File: src/rtl/inst_loader_pkg.sv
// Shared types and constants for the boot-time instruction loader.
// The optional checksum feature is selected with INST_LOADER_CKSUM_EN.
package inst_loader_pkg;

  typedef enum logic [2:0] {
    ST_HDR   = 3'd0,
    ST_DATA  = 3'd1,
    ST_DRAIN = 3'd2,
    ST_CKSUM = 3'd3,
    ST_ACK   = 3'd4,
    ST_DONE  = 3'd5,
    ST_ERR   = 3'd6
  } state_e;

  localparam int unsigned MAX_WORDS_DEF = 32'd65536;
  localparam logic [4:0]  IMEM_REGION   = 5'b11110;
  localparam logic [7:0]  ACK_OK_DEF    = 8'hAA;
  localparam logic [7:0]  ACK_ERR_DEF   = 8'hEE;

  // Word index k maps to lane k[1:0] of row k[15:2] inside the imem region.
  function automatic logic [29:0] imem_word_addr(input logic [15:0] k);
    return {IMEM_REGION, 9'd0, k};
  endfunction

endpackage

File: src/rtl/inst_loader_word_packer.sv
// Packs a little-endian byte stream into 32-bit words; word_valid strobes
// combinationally with the 4th byte so the caller can register it directly.
module word_packer (
  input  logic        clk,
  input  logic        rst_n,
  input  logic        clr,
  input  logic        in_valid,
  input  logic [7:0]  in_byte,
  output logic [31:0] word,
  output logic        word_valid
);

  logic [1:0]  cnt_q, cnt_d;
  logic [31:0] sr_q, sr_d;

  // Shift register and byte counter next-state.
  always_comb begin
    word       = {in_byte, sr_q[31:8]};
    word_valid = in_valid & ~clr & (cnt_q == 2'd3);
    if (clr) begin
      cnt_d = 2'd0;
      sr_d  = 32'd0;
    end else if (in_valid) begin
      cnt_d = cnt_q + 2'd1;
      sr_d  = word;
    end else begin
      cnt_d = cnt_q;
      sr_d  = sr_q;
    end
  end

  // Packer state.
  always_ff @(posedge clk or negedge rst_n) begin
    if (!rst_n) begin
      cnt_q <= 2'd0;
      sr_q  <= 32'd0;
    end else begin
      cnt_q <= cnt_d;
      sr_q  <= sr_d;
    end
  end

endmodule

File: src/rtl/inst_loader.sv
// Boot loader: header + words from UART into the instruction memory store port,
// then a status byte back to the host. INST_LOADER_CKSUM_EN adds an XOR checksum byte.
module inst_loader
  import inst_loader_pkg::*;
#(
  parameter int unsigned MAX_WORDS = MAX_WORDS_DEF,
  parameter logic [7:0]  ACK_OK    = ACK_OK_DEF,
  parameter logic [7:0]  ACK_ERR   = ACK_ERR_DEF
) (
  input  logic        clk,
  input  logic        rst_n,
  input  logic        rx_valid,
  input  logic [7:0]  rx_data,
  input  logic        wr_ready,
  output logic        wr_en,
  output logic [29:0] wr_addr,
  output logic [31:0] wr_data,
  output logic        tx_valid,
  output logic [7:0]  tx_data,
  input  logic        tx_ready,
  output logic        load_done,
  output logic        load_err
);

  state_e      state_q, state_d;
  logic [16:0] n_q, n_d;
  logic [16:0] word_cnt_q, word_cnt_d;
  logic        wr_en_q, wr_en_d;
  logic [29:0] wr_addr_q, wr_addr_d;
  logic [31:0] wr_data_q, wr_data_d;
  logic        tx_valid_q, tx_valid_d;
  logic [7:0]  tx_data_q, tx_data_d;
  logic        load_done_q, load_done_d;
  logic        load_err_q, load_err_d;

  logic        pk_en, pk_word_valid;
  logic [31:0] pk_word;
  logic        hdr_done, data_word, overflow, size_err, last_word, cksum_bad;

  assign pk_en     = (state_q == ST_HDR) || (state_q == ST_DATA);
  assign hdr_done  = (state_q == ST_HDR) & pk_word_valid;
  assign data_word = (state_q == ST_DATA) & pk_word_valid;
  assign size_err  = hdr_done & (pk_word > MAX_WORDS);
  // A word arriving while the previous one is still stalled cannot be held.
  assign overflow  = data_word & wr_en_q & ~wr_ready;
  assign last_word = (word_cnt_q == (n_q - 17'd1));

  word_packer u_packer (
    .clk        (clk),
    .rst_n      (rst_n),
    .clr        (~pk_en),
    .in_valid   (rx_valid & pk_en),
    .in_byte    (rx_data),
    .word       (pk_word),
    .word_valid (pk_word_valid)
  );

`ifdef INST_LOADER_CKSUM_EN
  logic [7:0] cksum_q, cksum_d;
  assign cksum_bad = (state_q == ST_CKSUM) & rx_valid & (rx_data != cksum_q);
  localparam state_e POST_DRAIN = ST_CKSUM;
`else
  assign cksum_bad = 1'b0;
  localparam state_e POST_DRAIN = ST_ACK;
`endif

  // State register and all datapath flops.
  always_ff @(posedge clk or negedge rst_n) begin
    if (!rst_n) begin
      state_q     <= ST_HDR;
      n_q         <= 17'd0;
      word_cnt_q  <= 17'd0;
      wr_en_q     <= 1'b0;
      wr_addr_q   <= 30'd0;
      wr_data_q   <= 32'd0;
      tx_valid_q  <= 1'b0;
      tx_data_q   <= 8'd0;
      load_done_q <= 1'b0;
      load_err_q  <= 1'b0;
`ifdef INST_LOADER_CKSUM_EN
      cksum_q     <= 8'd0;
`endif
    end else begin
      state_q     <= state_d;
      n_q         <= n_d;
      word_cnt_q  <= word_cnt_d;
      wr_en_q     <= wr_en_d;
      wr_addr_q   <= wr_addr_d;
      wr_data_q   <= wr_data_d;
      tx_valid_q  <= tx_valid_d;
      tx_data_q   <= tx_data_d;
      load_done_q <= load_done_d;
      load_err_q  <= load_err_d;
`ifdef INST_LOADER_CKSUM_EN
      cksum_q     <= cksum_d;
`endif
    end
  end

  // Next-state logic.
  always_comb begin
    state_d = state_q;
    case (state_q)
      ST_HDR: begin
        if (!hdr_done)                 state_d = ST_HDR;
        else if (pk_word == 32'd0)     state_d = POST_DRAIN;
        else if (size_err)             state_d = ST_ERR;
        else                           state_d = ST_DATA;
      end
      ST_DATA: begin
        if (!data_word)                state_d = ST_DATA;
        else if (overflow)             state_d = ST_ERR;
        else if (last_word)            state_d = ST_DRAIN;
        else                           state_d = ST_DATA;
      end
      ST_DRAIN: begin
        if (!wr_en_q || wr_ready)      state_d = POST_DRAIN;
        else                           state_d = ST_DRAIN;
      end
`ifdef INST_LOADER_CKSUM_EN
      ST_CKSUM: begin
        if (rx_valid)                  state_d = ST_ACK;
        else                           state_d = ST_CKSUM;
      end
`endif
      ST_ACK, ST_ERR: begin
        if (tx_valid_q && tx_ready)    state_d = ST_DONE;
        else                           state_d = state_q;
      end
      ST_DONE:                         state_d = ST_DONE;
      default:                         state_d = ST_HDR;
    endcase
  end

  // Output and datapath next values, keyed off the next state.
  always_comb begin
    n_d         = hdr_done ? pk_word[16:0] : n_q;
    load_err_d  = load_err_q | overflow | size_err | cksum_bad;
    tx_valid_d  = (state_d == ST_ACK) || (state_d == ST_ERR);
    tx_data_d   = tx_valid_d ? (load_err_d ? ACK_ERR : ACK_OK) : 8'd0;
    load_done_d = (state_d == ST_DONE);
    word_cnt_d  = word_cnt_q;
    wr_addr_d   = wr_addr_q;
    wr_data_d   = wr_data_q;
    if (state_d == ST_ERR) begin
      wr_en_d = 1'b0;
    end else if (data_word) begin
      wr_en_d    = 1'b1;
      wr_addr_d  = imem_word_addr(word_cnt_q[15:0]);
      wr_data_d  = pk_word;
      word_cnt_d = word_cnt_q + 17'd1;
    end else if (wr_en_q && wr_ready) begin
      wr_en_d = 1'b0;
    end else begin
      wr_en_d = wr_en_q;
    end
`ifdef INST_LOADER_CKSUM_EN
    if ((state_q == ST_DATA) && rx_valid) cksum_d = cksum_q ^ rx_data;
    else                                  cksum_d = cksum_q;
`endif
  end

  assign wr_en     = wr_en_q;
  assign wr_addr   = wr_addr_q;
  assign wr_data   = wr_data_q;
  assign tx_valid  = tx_valid_q;
  assign tx_data   = tx_data_q;
  assign load_done = load_done_q;
  assign load_err  = load_err_q;

endmodule

File: config.mk
export PLATFORM = sky130hd
export DESIGN_NAME = inst_loader
export DESIGN_NICKNAME = d
export VERILOG_FILES = /design/src/rtl/inst_loader_pkg.sv /design/src/rtl/inst_loader_word_packer.sv /design/src/rtl/inst_loader.sv
export SDC_FILE = /design/constraint.sdc
export NUM_CORES = 1
export LEC_CHECK = 0
export ABC_CLOCK_PERIOD_IN_PS = 8109
export CAP_MARGIN = 20
export CORE_MARGIN = 1.5
export CORE_UTILIZATION = 50
export DETAILED_ROUTE_END_ITERATION = 16
export GPL_ROUTABILITY_DRIVEN = 0
export PLACE_DENSITY = 0.72
export SLEW_MARGIN = 20
export SYNTH_ARGS = -nofsm -noshare
export SYNTH_HDL_FRONTEND = slang
export SYNTH_HIERARCHICAL = 1
export SYNTH_SLANG_ARGS = --single-unit
File: constraint.sdc
create_clock -name clk -period 8.11 [get_ports clk]
set_input_delay 1.622 -clock clk [delete_from_list [all_inputs] [get_ports clk]]
set_output_delay 1.622 -clock clk [all_outputs]
set_load 0.05 [all_outputs]
After elaboration in Yosys (flattened, before gate mapping)
Cells that the tools add are included.
{"block": "word_totals", "register_bits": 132, "output_inout_bits": 74, "word_cells": 68}
{"block": "op_classes", "addsub": 3, "n_lt_le_gt_ge": 1, "eq_ne": 11, "muxes": 18, "bitwise": 12, "reduce_logical": 11}
{"cell": "$mux W32", "n": 2}
{"cell": "$gt A32 B17 Y1 const B", "n": 1}
{"cell": "$logic_not A32 Y1", "n": 1}
{"cell": "$mux W3", "n": 7}
{"cell": "$eq A3 B3 Y1 const B", "n": 6}
{"cell": "$add A17 B1 Y17 const B", "n": 1}
{"cell": "$eq A17 B17 Y1", "n": 1}
{"cell": "$sub A17 B1 Y17 const B", "n": 1}
{"cell": "$pmux W3 S5", "n": 1}
{"cell": "$and A1 B1 Y1", "n": 8}
{"cell": "$mux W8", "n": 1}
{"cell": "$mux W7", "n": 1}
{"cell": "$mux W2", "n": 3}
{"cell": "$eq A3 B1 Y1 const B", "n": 1}
{"cell": "$eq A3 B2 Y1 const B", "n": 1}
{"cell": "$logic_not A3 Y1", "n": 1}
{"cell": "$logic_or A1 B1 Y1", "n": 3}
{"cell": "$mux W1", "n": 3}
{"cell": "$reduce_bool A3 Y1", "n": 1}
{"cell": "$add A2 B1 Y2 const B", "n": 1}
{"cell": "$eq A2 B2 Y1 const B", "n": 1}
{"cell": "$logic_and A1 B1 Y1", "n": 2}
{"cell": "$ne A2 B1 Y1 const B", "n": 1}
{"cell": "$not A1 Y1", "n": 2}
{"cell": "other kinds (4)", "n": 5}

Longest topological paths before layout
{"block": "logic_depth", "ltp_word": 14, "depth_mapped": 14}

By module
The synthesis kept the hierarchy.
{"module": "inst_loader", "n_inst": 1, "cells_per_inst": 382, "area_each_um2": 4499.3, "seq_area_each_um2": 2277.2}
{"module": "word_packer", "n_inst": 1, "cells_per_inst": 95, "area_each_um2": 1156.1, "seq_area_each_um2": 650.6}

Worst setup path before layout
OpenSTA, ideal clock, no wires.
{"block": "synth_timing", "path_kind": "input -> register", "startpoint": "input port rx_valid", "endpoint": "register wr_data_q[10] (netlist: wr_data[10])", "setup_time_ns": 0.125, "arrival_ns": 3.617, "slack_ns": 4.368, "cell_stages": 12, "n_path_buf": 4, "path_cell_list": "and2_1 buf_6 buf_12 nand2_1 nor2_1 nor4b_2 o21ai_1 o311ai_1 a31oi_2 buf_6 buf_6 mux2_2"}
{"block": "synth_between", "elab_chain_len": 12, "elab_cells_between_ends": 17}
{"element": "start: declaration", "line": "inst_loader.sv:12", "rtl": "input logic rx_valid,"}
{"element": "$and A1 B1 Y1 (*)", "line": "inst_loader.sv:52", "rtl": ".in_valid (rx_valid & pk_en),"}
{"element": "$and A1 B1 Y1 (*) (2 in series)", "line": "inst_loader_word_packer.sv:19", "rtl": "word_valid = in_valid & ~clr & (cnt_q == 2'd3);"}
{"element": "via pk_word_valid", "line": "inst_loader.sv:36", "rtl": "logic pk_en, pk_word_valid;"}
{"element": "$and A1 B1 Y1, on equally long branches", "line": "inst_loader.sv:42, inst_loader.sv:41"}
{"element": "$and A1 B1 Y1, on equally long branches", "line": "inst_loader.sv:45, inst_loader.sv:43"}
{"element": "$and A1 B1 Y1 / $mux W3 (equally long branches)", "line": "inst_loader.sv:45, inst_loader.sv:107"}
{"element": "$mux W3, on equally long branches", "line": "inst_loader.sv:112, inst_loader.sv:106"}
{"element": "$mux W3, on equally long branches", "line": "inst_loader.sv:111, inst_loader.sv:105"}
{"element": "$pmux W3 S5", "line": "inst_loader.sv:103", "rtl": "case (state_q)"}
{"element": "$eq A3 B3 Y1", "line": "inst_loader.sv:145", "rtl": "if (state_d == ST_ERR) begin"}
{"element": "$not A1 Y1 (no source line)"}
{"element": "$reduce_and A2 Y1 (no source line) (*)"}
{"element": "end signal: assignment", "line": "inst_loader.sv:89", "rtl": "wr_data_q <= wr_data_d;"}
{"element": "end: declaration", "line": "inst_loader.sv:30", "rtl": "logic [31:0] wr_data_q, wr_data_d;"}
The timed path passes the listed nets; every way through them passes the cells marked *.
A chain may end at the register's enable or synchronous reset.

Final worst setup path
{"block": "layout_timing", "startpoint": "input port rx_valid", "endpoint": "register wr_addr_q[5] (netlist: wr_addr[5])"}
{"block": "layout_between", "elab_chain_len": 12, "elab_cells_between_ends": 17}
{"element": "$and A1 B1 Y1 (*)", "line": "inst_loader.sv:52"}
{"element": "$and A1 B1 Y1 (*) (2 in series)", "line": "inst_loader_word_packer.sv:19"}
{"element": "via pk_word_valid", "line": "inst_loader.sv:36"}
{"element": "$and A1 B1 Y1, on equally long branches", "line": "inst_loader.sv:42, inst_loader.sv:41"}
{"element": "$and A1 B1 Y1, on equally long branches", "line": "inst_loader.sv:45, inst_loader.sv:43"}
{"element": "$and A1 B1 Y1 / $mux W3 (equally long branches)", "line": "inst_loader.sv:45, inst_loader.sv:107"}
{"element": "$mux W3, on equally long branches", "line": "inst_loader.sv:112, inst_loader.sv:106"}
{"element": "$mux W3, on equally long branches", "line": "inst_loader.sv:111, inst_loader.sv:105"}
{"element": "$pmux W3 S5", "line": "inst_loader.sv:103"}
{"element": "$eq A3 B3 Y1", "line": "inst_loader.sv:145"}
{"element": "$not A1 Y1 (no source line)"}
{"element": "$reduce_and A2 Y1 (no source line) (*)"}
{"element": "end signal: assignment", "line": "inst_loader.sv:88", "rtl": "wr_addr_q <= wr_addr_d;"}
{"element": "end: declaration", "line": "inst_loader.sv:29", "rtl": "logic [29:0] wr_addr_q, wr_addr_d;"}
Marks and branches as above.

==> flow_summary.ini <==
[logic_synthesis]
syn_inst = 477
synth_ff_type = dfrtp_1
synth_area_per_cell_um2 = 11.9
yosys_warnings = 6
ys_ff_latch = 117
synth_cell_types = 52
synth-edff-count = 0
async_reset_ff_frac = 1.00
synth.cell_area_mm2 = 0.00566
yosysSeqAreaShare = 0.518

[power_and_ir_drop]
p_per_area_mw_per_mm2 = 213
p_leak_uw = 0.00295
clockPowerShare = 0.509
netSwitchingPower_uw = 372
swShare = 0.255
p_int_uw = 1090
seqPwrFrac = 0.415
p_comb_frac = 0.076
ir_worst_vdd_mv = 0.134

[worst_setup_path]
path_class = in2reg
cp-startpoint = rx_valid
arrival_ps = 5520
end_kind = flop
reg2reg_from = state_q[2]
regToRegSetupSlack_ps = 3630
crit_top_cell = buf_4
startpoint_type = input pin
path_cells = clkdlybuf4s50_1, and2_1, buf_4, nand2_1, nor2_1, nor4b_4, buf_4, a21oi_1, a31oi_4, buf_4, mux2_2
max_stage_delay_ps = 720
rr_worst_depth = 11
endpoint = wr_addr[5]
regToRegEndpoint = wr_addr[5]
worstPathRequired_ps = 8390
slowest_stage = a31oi_4
worstPathMaxFanout = 41

[timing]
fin_tns_setup_ps = 0
drv_slew = 0
setup_viol = 0
worstMarginPinSlew_ps = 873
fin_crit_ps = 5240
fin_crit_sh = 0.646
rsz0062_at_grt = no
worst_clock_skew_ps = 8.50
max_freq_mhz = 191
hold_viol = 0
hold_ws_ps = 487
max-slew-margin-rel = 0.418

[worst_hold_path]
hp-class = reg2reg
whs_path_depth = 1

[cts]
ctsLongestPathBuffers = 2
tritoncts = done
clock_latency_ps = 410
ctsResizeCount = 0
cts_sinks = 117
clkTransAtPathRegs_ps = 60
cts-buffers-inserted = 17
root_buffer = clkbuf_16
cts_max_level = 4
cts_hold_buf = 0
cts_setup_buffers = 0

[grt]
grt_pass1_vias = 3898
antenna_found_initial = 0
grt_usage = 0.215
grt_overflow_total = 0
grt_max_degree = 60
grt_pass1_wl_mm = 19.6

[die]
dieArea_mm2 = 0.0120
core_area_mm2 = 0.0109
die_y_um = 109
dieWidth_um = 109
io_pins = 87
rows = 38
start_util = 0.517

[drt]
dr.first_iter.drc_count = 211
first_pass_iters = 4
drc = 0
ant_nets = 0
avgRoutedWirePerCell_um = 17.0
routed_wl_mm = 11.7
dr_total_vias = 3791
via_per_inst = 5.53

[finish]
area_growth_pct = 21.4
final_common_cell = dfrtp_1
final_cell_mix = dfrtp_1 (117), clkdlybuf4s50_1 (73), mux2_2 (63), nor2_1 (41), xnor2_1 (34)
n_fill_cell = 878
drive_gt1_frac = 0.200
stdcell_area_mm2 = 0.00687
diodes = 0
nets = 549

[place]
placed_area_mm2 = 0.00627
port_buffers = 74
dp_hpwl_mm = 7.92

[status]
status = finished, final reports clean

[flow_run]
cap_violations = 0
[synthesized netlist by cell type (5+ instances only)]
cell type | n | area [um^2]
buf_2 | 6 | 30.0
nor4_1 | 11 | 68.8
nor3_1 | 7 | 35.0
xor2_1 | 6 | 52.6
nand3_1 | 10 | 50.1
clkbuf_1 | 9 | 33.8
dfrtp_1 | 117 | 2930
mux2i_1 | 27 | 270
a21oi_1 | 5 | 25.0
o21ai_0 | 8 | 40.0
xnor2_1 | 34 | 298
buf_6 | 6 | 67.6
buf_4 | 28 | 210
inv_1 | 7 | 26.3
nand4_1 | 16 | 100
nor2_1 | 41 | 154
nand2_1 | 19 | 71.3
mux2_2 | 63 | 709
[worst max-delay path, delay by kind of cell]
| kind | cells | cell delay [ps] |
|---|---|---|
| mux | 1 | 390 |
| simple gates | 4 | 850 |
| buf+inv | 4 | 1700 |
| compound gates | 2 | 910 |
[final cells by class]
type | count | area [um^2] | share of cell area
Tap cell | 140 | 175 | 0.0255
Sequential cell | 117 | 2930 | 0.426
Clock inverter | 15 | 170 | 0.0248
Multi-Input combinational cell | 312 | 2370 | 0.346
Timing Repair Buffer | 78 | 768 | 0.112
Clock buffer | 17 | 425 | 0.0620
Inverter | 7 | 26.3 | 0.00383
[per-stage QoR]
| stage | power (uW) | instances | utilization | worst slack (ps) |
|---|---|---|---|---|
| 2_1_floorplan | 700 | 488 | - | 4370 |
| 3_3_place_gp | 726 | 654 | 0.573 | 2700 |
| 3_5_place_dp | 729 | 654 | 0.573 | 2540 |
| 4_1_cts | 1480 | 686 | 0.628 | 2870 |
| 5_1_grt | 1520 | 686 | 0.628 | 2580 |
| 6_report | 1460 | 686 | 0.628 | 2870 |
[worst min path at each step]
stage / start / to / slack, ps
global route: load_err / load_err / 520
floorplan: word_cnt_q[16] / word_cnt_q[16] / 470
global placement: load_err / load_err / 490
CTS: load_err / load_err / 490
detailed placement: load_err / load_err / 480
finish: load_err / load_err / 490
[power by group through the flow]
stage / sequential [uW] / clock [uW] / combinational (uW)
finish: 607 / 745 / 111
global route: 608 / 790 / 121
CTS: 607 / 758 / 112
detailed placement: 617 / 0 / 112
global placement: 616 / 0 / 110
floorplan: 622 / 0 / 78.2
[flip-flops by register name (all words and copies together), names as in the netlist, 2 cells and up]
| signal | count |
|---|---|
| n_q | 17 |
| state_q | 3 |
| tx_data | 2 |
| u_packer/sr_q | 24 |
| u_packer/cnt_q | 2 |
| wr_data | 32 |
| word_cnt_q | 17 |
| wr_addr | 17 |
[routing by layer]
layer  vias to the layer above  global-route usage  part of all wire
met5                         -                   0                 0
li1                       1761                   -                 -
met2                       125               0.343              0.50
met4                         0              0.0826             0.013
met3                        16              0.0516             0.058
met1                      1889               0.284              0.43
[cell families after synthesis]
| family | count (synthesis) | synth area share |
|---|---|---|
| compound gates | 32 | 0.0392 |
| xor+xnor | 40 | 0.0619 |
| fa+ha+maj | 3 | 0.00664 |
| buf+inv | 59 | 0.0730 |
| flops | 117 | 0.518 |
| mux | 90 | 0.173 |
| other cells | 1 | 0.000663 |
| simple gates | 135 | 0.128 |
(Power assumes the default switching activity.)
